### src/rtl/outbuf_drain_if.sv
// Handshake and status bundle between a PE column drain buffer and its consumer.
interface outbuf_drain_if #(
  parameter int unsigned WORDLEN = 8
) ();
  logic               in_valid;
  logic [WORDLEN-1:0] din;
  logic               full;
  logic               empty;
  logic [5:0]         count;
  logic               out_valid;
  logic               out_ready;
  logic [WORDLEN-1:0] dout;
  logic               overflow;
  logic               skipping;

  // Buffer side: takes column words and consumer ready, drives head word and status.
  modport slave (
    input  in_valid, din, out_ready,
    output full, empty, count, out_valid, dout, overflow, skipping
  );

  // Environment side: PE column plus downstream consumer.
  modport master (
    output in_valid, din, out_ready,
    input  full, empty, count, out_valid, dout, overflow, skipping
  );
endinterface

### src/rtl/outbuf_drain.sv
// Drain-side result FIFO for one systolic column: discards the leading fill
// words after reset, then buffers results and hands them out first-word
// fall-through over valid/ready. Overflow drops are sticky until reset.
module outbuf_drain #(
  parameter int unsigned WORDLEN = 8,
  parameter int unsigned BUFSIZE = 10,
  parameter int unsigned SKIP    = 0
) (
  input  logic          clk,
  input  logic          rst,
  outbuf_drain_if.slave bus
);

  localparam int unsigned AW    = (BUFSIZE <= 2) ? 1 : $clog2(BUFSIZE);
  localparam int unsigned CNTW  = 6;
  localparam int unsigned SKIPW = 5;

  logic [WORDLEN-1:0] mem [BUFSIZE];
  logic [AW-1:0]      head;
  logic [AW-1:0]      tail;
  logic [CNTW-1:0]    cnt;
  logic [SKIPW-1:0]   skip_cnt;
  logic               ovf;

  logic full_c;
  logic empty_c;
  logic skip_active_c;
  logic pop_c;
  logic push_c;
  logic drop_c;
  logic [AW-1:0] head_nxt_c;
  logic [AW-1:0] tail_nxt_c;

  // Handshake decode from current occupancy and skip state.
  always_comb begin
    full_c        = (cnt == CNTW'(BUFSIZE));
    empty_c       = (cnt == '0);
    skip_active_c = (skip_cnt != '0);
    pop_c         = !empty_c && bus.out_ready;
    push_c        = bus.in_valid && !skip_active_c && (!full_c || pop_c);
    drop_c        = bus.in_valid && !skip_active_c && full_c && !pop_c;
    head_nxt_c    = (head == AW'(BUFSIZE - 1)) ? '0 : head + AW'(1);
    tail_nxt_c    = (tail == AW'(BUFSIZE - 1)) ? '0 : tail + AW'(1);
  end

  // Pointer, occupancy, skip counter and sticky overflow state.
  always_ff @(posedge clk) begin
    if (rst) begin
      head     <= '0;
      tail     <= '0;
      cnt      <= '0;
      ovf      <= 1'b0;
      skip_cnt <= SKIPW'(SKIP);
    end else begin
      if (pop_c) begin
        head <= head_nxt_c;
      end
      if (push_c) begin
        tail <= tail_nxt_c;
      end
      case ({push_c, pop_c})
        2'b10:   cnt <= cnt + CNTW'(1);
        2'b01:   cnt <= cnt - CNTW'(1);
        default: cnt <= cnt;
      endcase
      if (bus.in_valid && skip_active_c) begin
        skip_cnt <= skip_cnt - SKIPW'(1);
      end
      if (drop_c) begin
        ovf <= 1'b1;
      end
    end
  end

  // Word storage; contents are left untouched by reset.
  always_ff @(posedge clk) begin
    if (push_c && !rst) begin
      mem[tail] <= bus.din;
    end
  end

  assign bus.full      = full_c;
  assign bus.empty     = empty_c;
  assign bus.count     = cnt;
  assign bus.out_valid = !empty_c;
  assign bus.dout      = empty_c ? '0 : mem[head];
  assign bus.overflow  = ovf;
  assign bus.skipping  = skip_active_c;

endmodule

### src/flat_wrapper.sv
// flat-port wrapper written by rule: the top's interface ports become plain ports
module outbuf_drain_flat 
#(
  parameter int unsigned WORDLEN = 8,
  parameter int unsigned BUFSIZE = 10,
  parameter int unsigned SKIP    = 0
)
  (clk, rst, bus_in_valid, bus_din, bus_out_ready, bus_full, bus_empty, bus_count, bus_out_valid, bus_dout, bus_overflow, bus_skipping);
  outbuf_drain_if #(.WORDLEN(WORDLEN)) bus_i ();
  input  logic clk;
  input  logic rst;
  input wire logic [$bits(bus_i.in_valid)-1:0] bus_in_valid;
  input wire logic [$bits(bus_i.din)-1:0] bus_din;
  input wire logic [$bits(bus_i.out_ready)-1:0] bus_out_ready;
  output wire logic [$bits(bus_i.full)-1:0] bus_full;
  output wire logic [$bits(bus_i.empty)-1:0] bus_empty;
  output wire logic [$bits(bus_i.count)-1:0] bus_count;
  output wire logic [$bits(bus_i.out_valid)-1:0] bus_out_valid;
  output wire logic [$bits(bus_i.dout)-1:0] bus_dout;
  output wire logic [$bits(bus_i.overflow)-1:0] bus_overflow;
  output wire logic [$bits(bus_i.skipping)-1:0] bus_skipping;
  assign bus_i.in_valid = bus_in_valid;
  assign bus_i.din = bus_din;
  assign bus_i.out_ready = bus_out_ready;
  assign bus_full = bus_i.full;
  assign bus_empty = bus_i.empty;
  assign bus_count = bus_i.count;
  assign bus_out_valid = bus_i.out_valid;
  assign bus_dout = bus_i.dout;
  assign bus_overflow = bus_i.overflow;
  assign bus_skipping = bus_i.skipping;
  outbuf_drain #(.WORDLEN(WORDLEN), .BUFSIZE(BUFSIZE), .SKIP(SKIP)) u_core (.clk(clk), .rst(rst), .bus(bus_i));
endmodule
### config.mk
export PLATFORM = sky130hd
export DESIGN_NAME = outbuf_drain_flat
export DESIGN_NICKNAME = d
export VERILOG_FILES = /design/src/rtl/outbuf_drain_if.sv /design/src/rtl/outbuf_drain.sv /design/src/flat_wrapper.sv
export SDC_FILE = /design/constraint.sdc
export NUM_CORES = 1
export LEC_CHECK = 0
export BUFFER_PORTS_ARGS = -buffer_cell sky130_fd_sc_hd__buf_2
export CAP_MARGIN = 30
export CORE_MARGIN = 2
export CORE_UTILIZATION = 35
export DETAILED_ROUTE_END_ITERATION = 12
export GPL_TIMING_DRIVEN = 0
export MAX_ROUTING_LAYER = met4
export SETUP_SLACK_MARGIN = 0.2
export SLEW_MARGIN = 20
export SYNTH_ARGS = -nofsm -noshare
export SYNTH_HDL_FRONTEND = slang
export SYNTH_SLANG_ARGS = --single-unit
### constraint.sdc
create_clock -name clk -period 3.5 [get_ports clk]
set_input_delay 0.175 -clock clk [delete_from_list [all_inputs] [get_ports clk]]
set_output_delay 0.175 -clock clk [all_outputs]
set_load 0.01 [all_outputs]
==> results.md, run 1 <==
- Status: finished, final reports clean
- Final ANT Viol Nets: 0
- Clk_skew: 0.0100 ns
- Synth async-reset ratio: 0%
- Die ar.: 0.0133 sq mm
- Post-synth top area share: 55.5%
- Std cell rows: 40
- Dpl cells: 478
- Worst Setup End Kind: register
- Final cell count without fillers: 496
- Total Routed Length: 8.38 mm
- Share of layout cells above drive strength 1: 27.7%
- Register Area: 0.00288 sq mm
- PwrDens: 692 mW/mm^2
- Port bufs: 30
- Simple-gate share of the synthesized area: 8.95%
- TritonCTS clock tree: done
- Tightest Hold Check Type: in -> reg
- Via count: 2441
- Worst EP arrival: 3.39 ns
- DP Worst Slack: 0.329 ns
- Initial antenna violation count: 0
- VDD IR-drop max: 0.383 mV
- Syn-to-layout area delta: 17.5%
- Unrepaired setup endpoints after global routing: no
- # IOs: 31
- Remaining routing DRC violations: 0
- Hold path cells: 1
- Yosys top cell by area: edfxtp_1
- Worst R2R Path Depth: 10
- Period Utilization, post-route: 90.1%
- Setup crit start kind: register
- Slew @ Worst Pin: 0.887 ns
- Cell area after synthesis: 0.00433 sq mm
- DRT iter0 DRCs: 209
- Synthesized instance count: 277
- Adder-Cell Fraction of Synth Area: 2.20%
- First-pass GRT wire length: 13.2 mm
- Total global routing overflow: 0
- Design area: 0.00509 sq mm
- Nets: 342
- Slew HR: 40.6%
- CORE AREA: 0.0121 sq mm
- Number of synthesized flops with an enable pin: 80
- Setup violators final: 0
- Fin crit period: 3.15 ns
- GRT Util Overall: 14.0%
- Final hold slack: 0.126 ns
- Number of global-route vias before repair: 2419
- Post-Synth XOR/XNOR Area: 2.43%
- Setup ws final: 0.345 ns
- Seq/Total Area, Yosys: 66.6%
- Layout fillers: 1107
- Top FF cell, synth: edfxtp_1
- Post-DP HPWL: 5.62 mm
- Ant. Diodes: 0
- Worst-path cell chain: or4_4 > o31ai_4 > or2_2 > inv_1 > ha_1 > a211oi_1 > o21bai_1 > a21oi_1 > mux2i_1 > mux2_2
- Post-synthesis mux area share: 11.7%
- Syn Nets: 296
- DR vias/cell: 4.92
- Syn. warnings: 0
- Layout Utilization: 42.2%
- Final setup TNS: 0 ns
- Crit path required time: 3.74 ns
- Crit-path max FO: 6
- Tot Pwr: 3.52 mW
- Lkg Pwr: 1.73 nW
- Post-synthesis cell type count: 47
- Clock sink total: 104
- Fmax: 317 MHz
- Crit Path Class: reg -> reg
- Placed inst area: 0.00475 sq mm
- Largest net degree at the start of global routing: 18
- Slowest CP cell: or4_4
- Routed WL per cell: 16.9 microns
- Fin. Hold Viols: 0
- CTS Buf Count: 9
- Max H-tree Level: 3
- Die height: 115 microns
- Max Buffers Root-to-Sink: 2
- Root buffer cell: clkbuf_16
- Register bit total from synthesis: 104
- Clock latency on the worst-skew pair: 0.34 ns
- Top post-synthesis cells by area: edfxtp_1 (55%), dfxtp_1 (11%), mux4_2 (8.3%)
- Largest family of logic cells by synthesized area: multiplexers
- Fin. max-slew vios: 0
- Die width: 115 microns
- Area of the multi-input gates: 0.00142 sq mm
- Worst path max stage delay: 0.59 ns
- Pre-antenna DRT Iters: 4
- RePlAce Congestion: 0.748
- Max cap viols: 0
- Clock Pin Slew Worst Setup and Hold Paths: 0.07 ns
- Mean Syn Cell Area: 15.6 sq um
- Initial core utilization: 35.9%
- Compound-Gate Fraction of Synth Area: 6.53%
-- timing repair --
item                       in CTS  in global routing
setup endpoints to repair       0                  1
buffers inserted                0                  2
resized for setup               0                  1
hold buffers                    0                  0
-- per-layer routing --
metal,routed length [microns],global-route usage (%),vias up
met5,0,-,-
met4,68,3.61,0
met3,421,4.38,7
met2,3980,20.9,69
met1,3910,18.7,1207
li1,-,-,1158
-- cells in the mapped netlist, types with 2 or more instances --
master / instances
edfxtp_1: 80
dfxtp_1: 24
mux4_2: 16
nor4b_1: 2
nand3_1: 2
clkbuf_1: 6
o21ai_0: 5
or3_1: 2
a21oi_1: 7
ha_1: 6
xor2_1: 5
buf_2: 3
nor4_1: 2
mux2i_1: 12
nor2b_1: 13
inv_1: 6
a211oi_1: 18
nand2_1: 6
or2_2: 3
xnor2_1: 7
nor2_1: 21
nor3_1: 6
-- critical path, delay by kind of cell (launching register included) --
kind / cells / cell delay [ns]
flops: 1 / 0.37
compound gates: 4 / 0.92
buf+inv: 1 / 0.10
simple gates: 2 / 0.78
mux: 2 / 0.58
fa+ha+maj: 1 / 0.31
-- report_power, final --
part	switching, mW	total [mW]	internal, mW
Combinational	0.516	0.968	0.452
Clock	0.443	1.07	0.628
Sequential	0.0733	1.49	1.41
-- state kept, by name, indices dropped and copies added, names as in the netlist, named ones only --
signal               count
u_core.bus.overflow      1
u_core.tail              4
u_core.mem              80
u_core.bus.count         6
u_core.skip_cnt          5
u_core.head              4
-- cell usage in the layout, fill, tap and decap left out, types with 2 or more instances in the layout --
cell type	count
bufinv_16	2
nand2_1	6
nand3_1	2
nor3_2	4
mux2i_1	12
dfxtp_1	23
nor3_1	2
or2_2	3
xor2_1	5
nor2b_1	13
mux4_2	16
clkbuf_1	6
ha_1	6
nor4_2	2
clkinvlp_4	2
clkbuf_16	9
o21ai_0	5
nor2_1	21
buf_2	33
clkinv_1	2
edfxtp_1	80
xnor2_1	7
or3_1	2
a21oi_1	7
buf_4	5
a211oi_1	18
inv_1	6
-- final timing paths --
kind                  startpoint             endpoint  slack [ns]
min                   bus_din[4]     u_core.mem[3][4]        0.13
max reg2reg  u_core.bus.count[0]  u_core.bus.count[5]        0.35
min reg2reg  u_core.bus.overflow  u_core.bus.overflow        0.49
max          u_core.bus.count[0]  u_core.bus.count[5]        0.35
-- cell type report --
type | instances | share of cell area (%)
clock buffer | 9 | 4.42
clock inverter | 7 | 1.87
multi-input combinational | 155 | 27.8
sequential | 104 | 56.7
timing repair buffer | 35 | 3.69
buffer | 11 | 0.910
tap | 168 | 4.13
inverter | 7 | 0.516
-- logic make-up after synthesis --
kind of cell | count (synthesis)
AOI/OAI and AO/OA | 38
xor gates and xnor gates | 12
adders and majority gates | 7
buffers and inverters | 18
DFF | 104
muxes | 30
and+or+nand+nor | 68
Power figures use the tool's default switching activity.
==> inputs of run 2 (changes only) <==
--- a/config.mk
+++ b/config.mk
@@ -5,6 +5,7 @@
 export SDC_FILE = /design/constraint.sdc
 export NUM_CORES = 1
 export LEC_CHECK = 0
+export ABC_AREA = 1
 export BUFFER_PORTS_ARGS = -buffer_cell sky130_fd_sc_hd__buf_2
 export CAP_MARGIN = 30
 export CORE_MARGIN = 2
==> run 2 against run 1 <==
  * Cell area is 3.1% higher
  * Flip-flop and latch count stayed put
  * Maximum frequency is 31% higher
  * Highest routed layer unchanged
  * Critical path depth stayed put
  * Critical endpoint is now u_core.mem[7][7]
==> results.md, run 2 <==
- Ant. Diodes: 0
- Std cell rows: 41
- Syn Nets: 460
- TritonCTS clock tree: done
- Register bit total from synthesis: 104
- Max Buffers Root-to-Sink: 2
- Largest register FFs: 80
- Worst Setup End Kind: register
- Die height: 118 microns
- Clock latency on the worst-skew pair: 0.34 ns
- Total global routing overflow: 0
- Fin crit period: 2.41 ns
- Largest net degree at the start of global routing: 19
- Number of synthesized flops with an enable pin: 80
- CTS Buf Count: 9
- Initial antenna violation count: 0
- DR vias/cell: 4.70
- Resized Gates After CTS: 0
- Crit Path Class: reg -> reg
- Die width: 118 microns
- Crit path required time: 3.47 ns
- Via count: 3098
- Port bufs: 30
- VDD IR-drop max: 0.414 mV
- Mean Syn Cell Area: 10.4 sq um
- Post CTS Setup Buffer Count: 0
- Synthesized instance count: 441
- Unrepaired setup endpoints after global routing: no
- Post-DP HPWL: 6.73 mm
- Hold-fix buffers, CTS: 0
- Fmax: 415 MHz
- Worst EP arrival: 2.37 ns
- Layout fillers: 1249
- CORE AREA: 0.0127 sq mm
- Status: finished, final reports clean
- Max H-tree Level: 3
- Cell area after synthesis: 0.00457 sq mm
- Lkg Pwr: 2.09 nW
- Setup crit start kind: register
- Final setup TNS: 0 ns
- Commonest cells after routing, fill and taps aside: edfxtp_1 (80), inv_1 (70), nand2_1 (54)
- Max cap viols: 0
- Period Utilization, post-route: 68.8%
- Clk_skew: 0.00723 ns
- Pre-antenna DRT Iters: 4
- Clock sink total: 104
- Nets: 501
- Root buffer cell: clkbuf_16
- Tightest Hold Check Type: in -> reg
- DRT iter0 DRCs: 235
- GRT Util Overall: 14.7%
- Fin. max-slew vios: 0
- # IOs: 31
- Slew @ Worst Pin: 0.809 ns
- Top post-synthesis cells by area: edfxtp_1 (53%), dfxtp_1 (11%), inv_1 (5.8%)
- Post-synth top area share: 52.6%
- Most frequent cells after synthesis: edfxtp_1 (80), inv_1 (70), nand2_1 (54)
- RePlAce Congestion: 0.898
- Setup violators final: 0
- First-pass GRT wire length: 15.6 mm
- Syn. warnings: 0
- Die ar.: 0.0140 sq mm
- Remaining routing DRC violations: 0
- Initial core utilization: 36.1%
- Yosys top cell by area: edfxtp_1
- Share of layout cells above drive strength 1: 15.2%
- Fin. Hold Viols: 0
- Top FF cell, synth: edfxtp_1
- Synth async-reset ratio: 0%
- Count leader, synth: edfxtp_1
- Crit-path max FO: 9
- Number of global-route vias before repair: 3208
- Final hold slack: 0.139 ns
- Final ANT Viol Nets: 0
- Most common cell after layout, fill and taps aside: edfxtp_1
- Total Routed Length: 9.25 mm
- Routed WL per cell: 14.0 microns
- Top reg by flops: u_core.mem
- Clock Pin Slew Worst Setup and Hold Paths: 0.07 ns
- Syn-to-layout area delta: 14.9%
- PwrDens: 710 mW/mm^2
- Post-synthesis cell type count: 30
- Slew HR: 45.9%
- Seq/Total Area, Yosys: 63.1%
[run 2: changes by cell type after synthesis, sizes merged, moves of 7 or more]
cell and delta:
xnor2 -7, nor2 +14, nand3 +28, o21ai +37
a211oi -19, mux2i -13, nor2b -13, inv +66
o211ai +15, nand2 +54, a21oi +37, mux4 -16
[run 2: cell type report]
cell class | count | area (sq um) | share of cell area, %
plain buffers | 15 | 68.8 | 1.31
clock buffers | 10 | 229 | 4.36
clock inverters | 6 | 76.3 | 1.45
inverters | 73 | 279 | 5.32
multi-input cells | 249 | 1350 | 25.7
flip-flops and latches | 104 | 2880 | 54.9
well taps | 172 | 215 | 4.10
repair buffers | 30 | 150 | 2.86
[run 2: cells by family (layout without fill, tap and decap cells)]
logic type,after synthesis,count (layout),share of synthesized area (%)
AND/OR/NAND/NOR,134,134,14.1
AO/OA/AOI/OAI,104,104,12.3
flip-flops,104,104,63.1
buffers and inverters,88,134,7.61
adder cells (fa/ha/maj),7,7,2.08
XOR/XNOR,4,4,0.767
[run 2: through the flow]
stage / utilization (%) / setup slack, ns / instances / power [mW] / instance area, sq um
2_1_floorplan: - / 1.40 / 441 / 2.36 / 4570
3_3_place_gp: 38.9 / 0.940 / 643 / 2.70 / 4930
3_5_place_dp: 39.0 / 1.06 / 643 / 2.74 / 4940
4_1_cts: 41.4 / 1.05 / 659 / 3.76 / 5250
5_1_grt: 41.4 / 0.794 / 659 / 3.98 / 5250
6_report: 41.4 / 1.09 / 659 / 3.73 / 5250
[run 2: metal layers]
layer | vias to the layer above | share of wire, % | track usage (%)
li1 | 1581 | - | -
met2 | 59 | 50 | 24.4
met4 | 0 | 1.4 | 4.59
met1 | 1450 | 44 | 17.3
met5 | - | 0 | -
met3 | 8 | 4.5 | 3.96
[run 2: report_power, final]
part           internal, mW  total [mW]  switching, mW
logic                 0.411        1.20          0.791
clock network         0.567        1.02          0.451
registers              1.43        1.51         0.0801
[run 2: worst paths after layout]
check | from | cells after the start | slack, ns | end
setup / recovery | u_core.skip_cnt[1] | 10 | 1.09 | u_core.mem[7][7]
hold / removal | bus_din[0] | 1 | 0.14 | u_core.mem[1][0]
setup reg to reg | u_core.skip_cnt[1] | 10 | 1.09 | u_core.mem[7][7]
hold reg to reg | u_core.skip_cnt[4] | 2 | 0.48 | u_core.skip_cnt[4]
[run 2: critical path, stage by stage (launching register included)]
cell and delay [ns]:
dfxtp_1 0.30, inv_1 0.12, ha_1 0.16, inv_1 0.04
nor2_1 0.11, nand3_1 0.15, inv_1 0.19, nand2_4 0.14
nor2_8 0.12, nand2_2 0.08, nor3_2 0.61
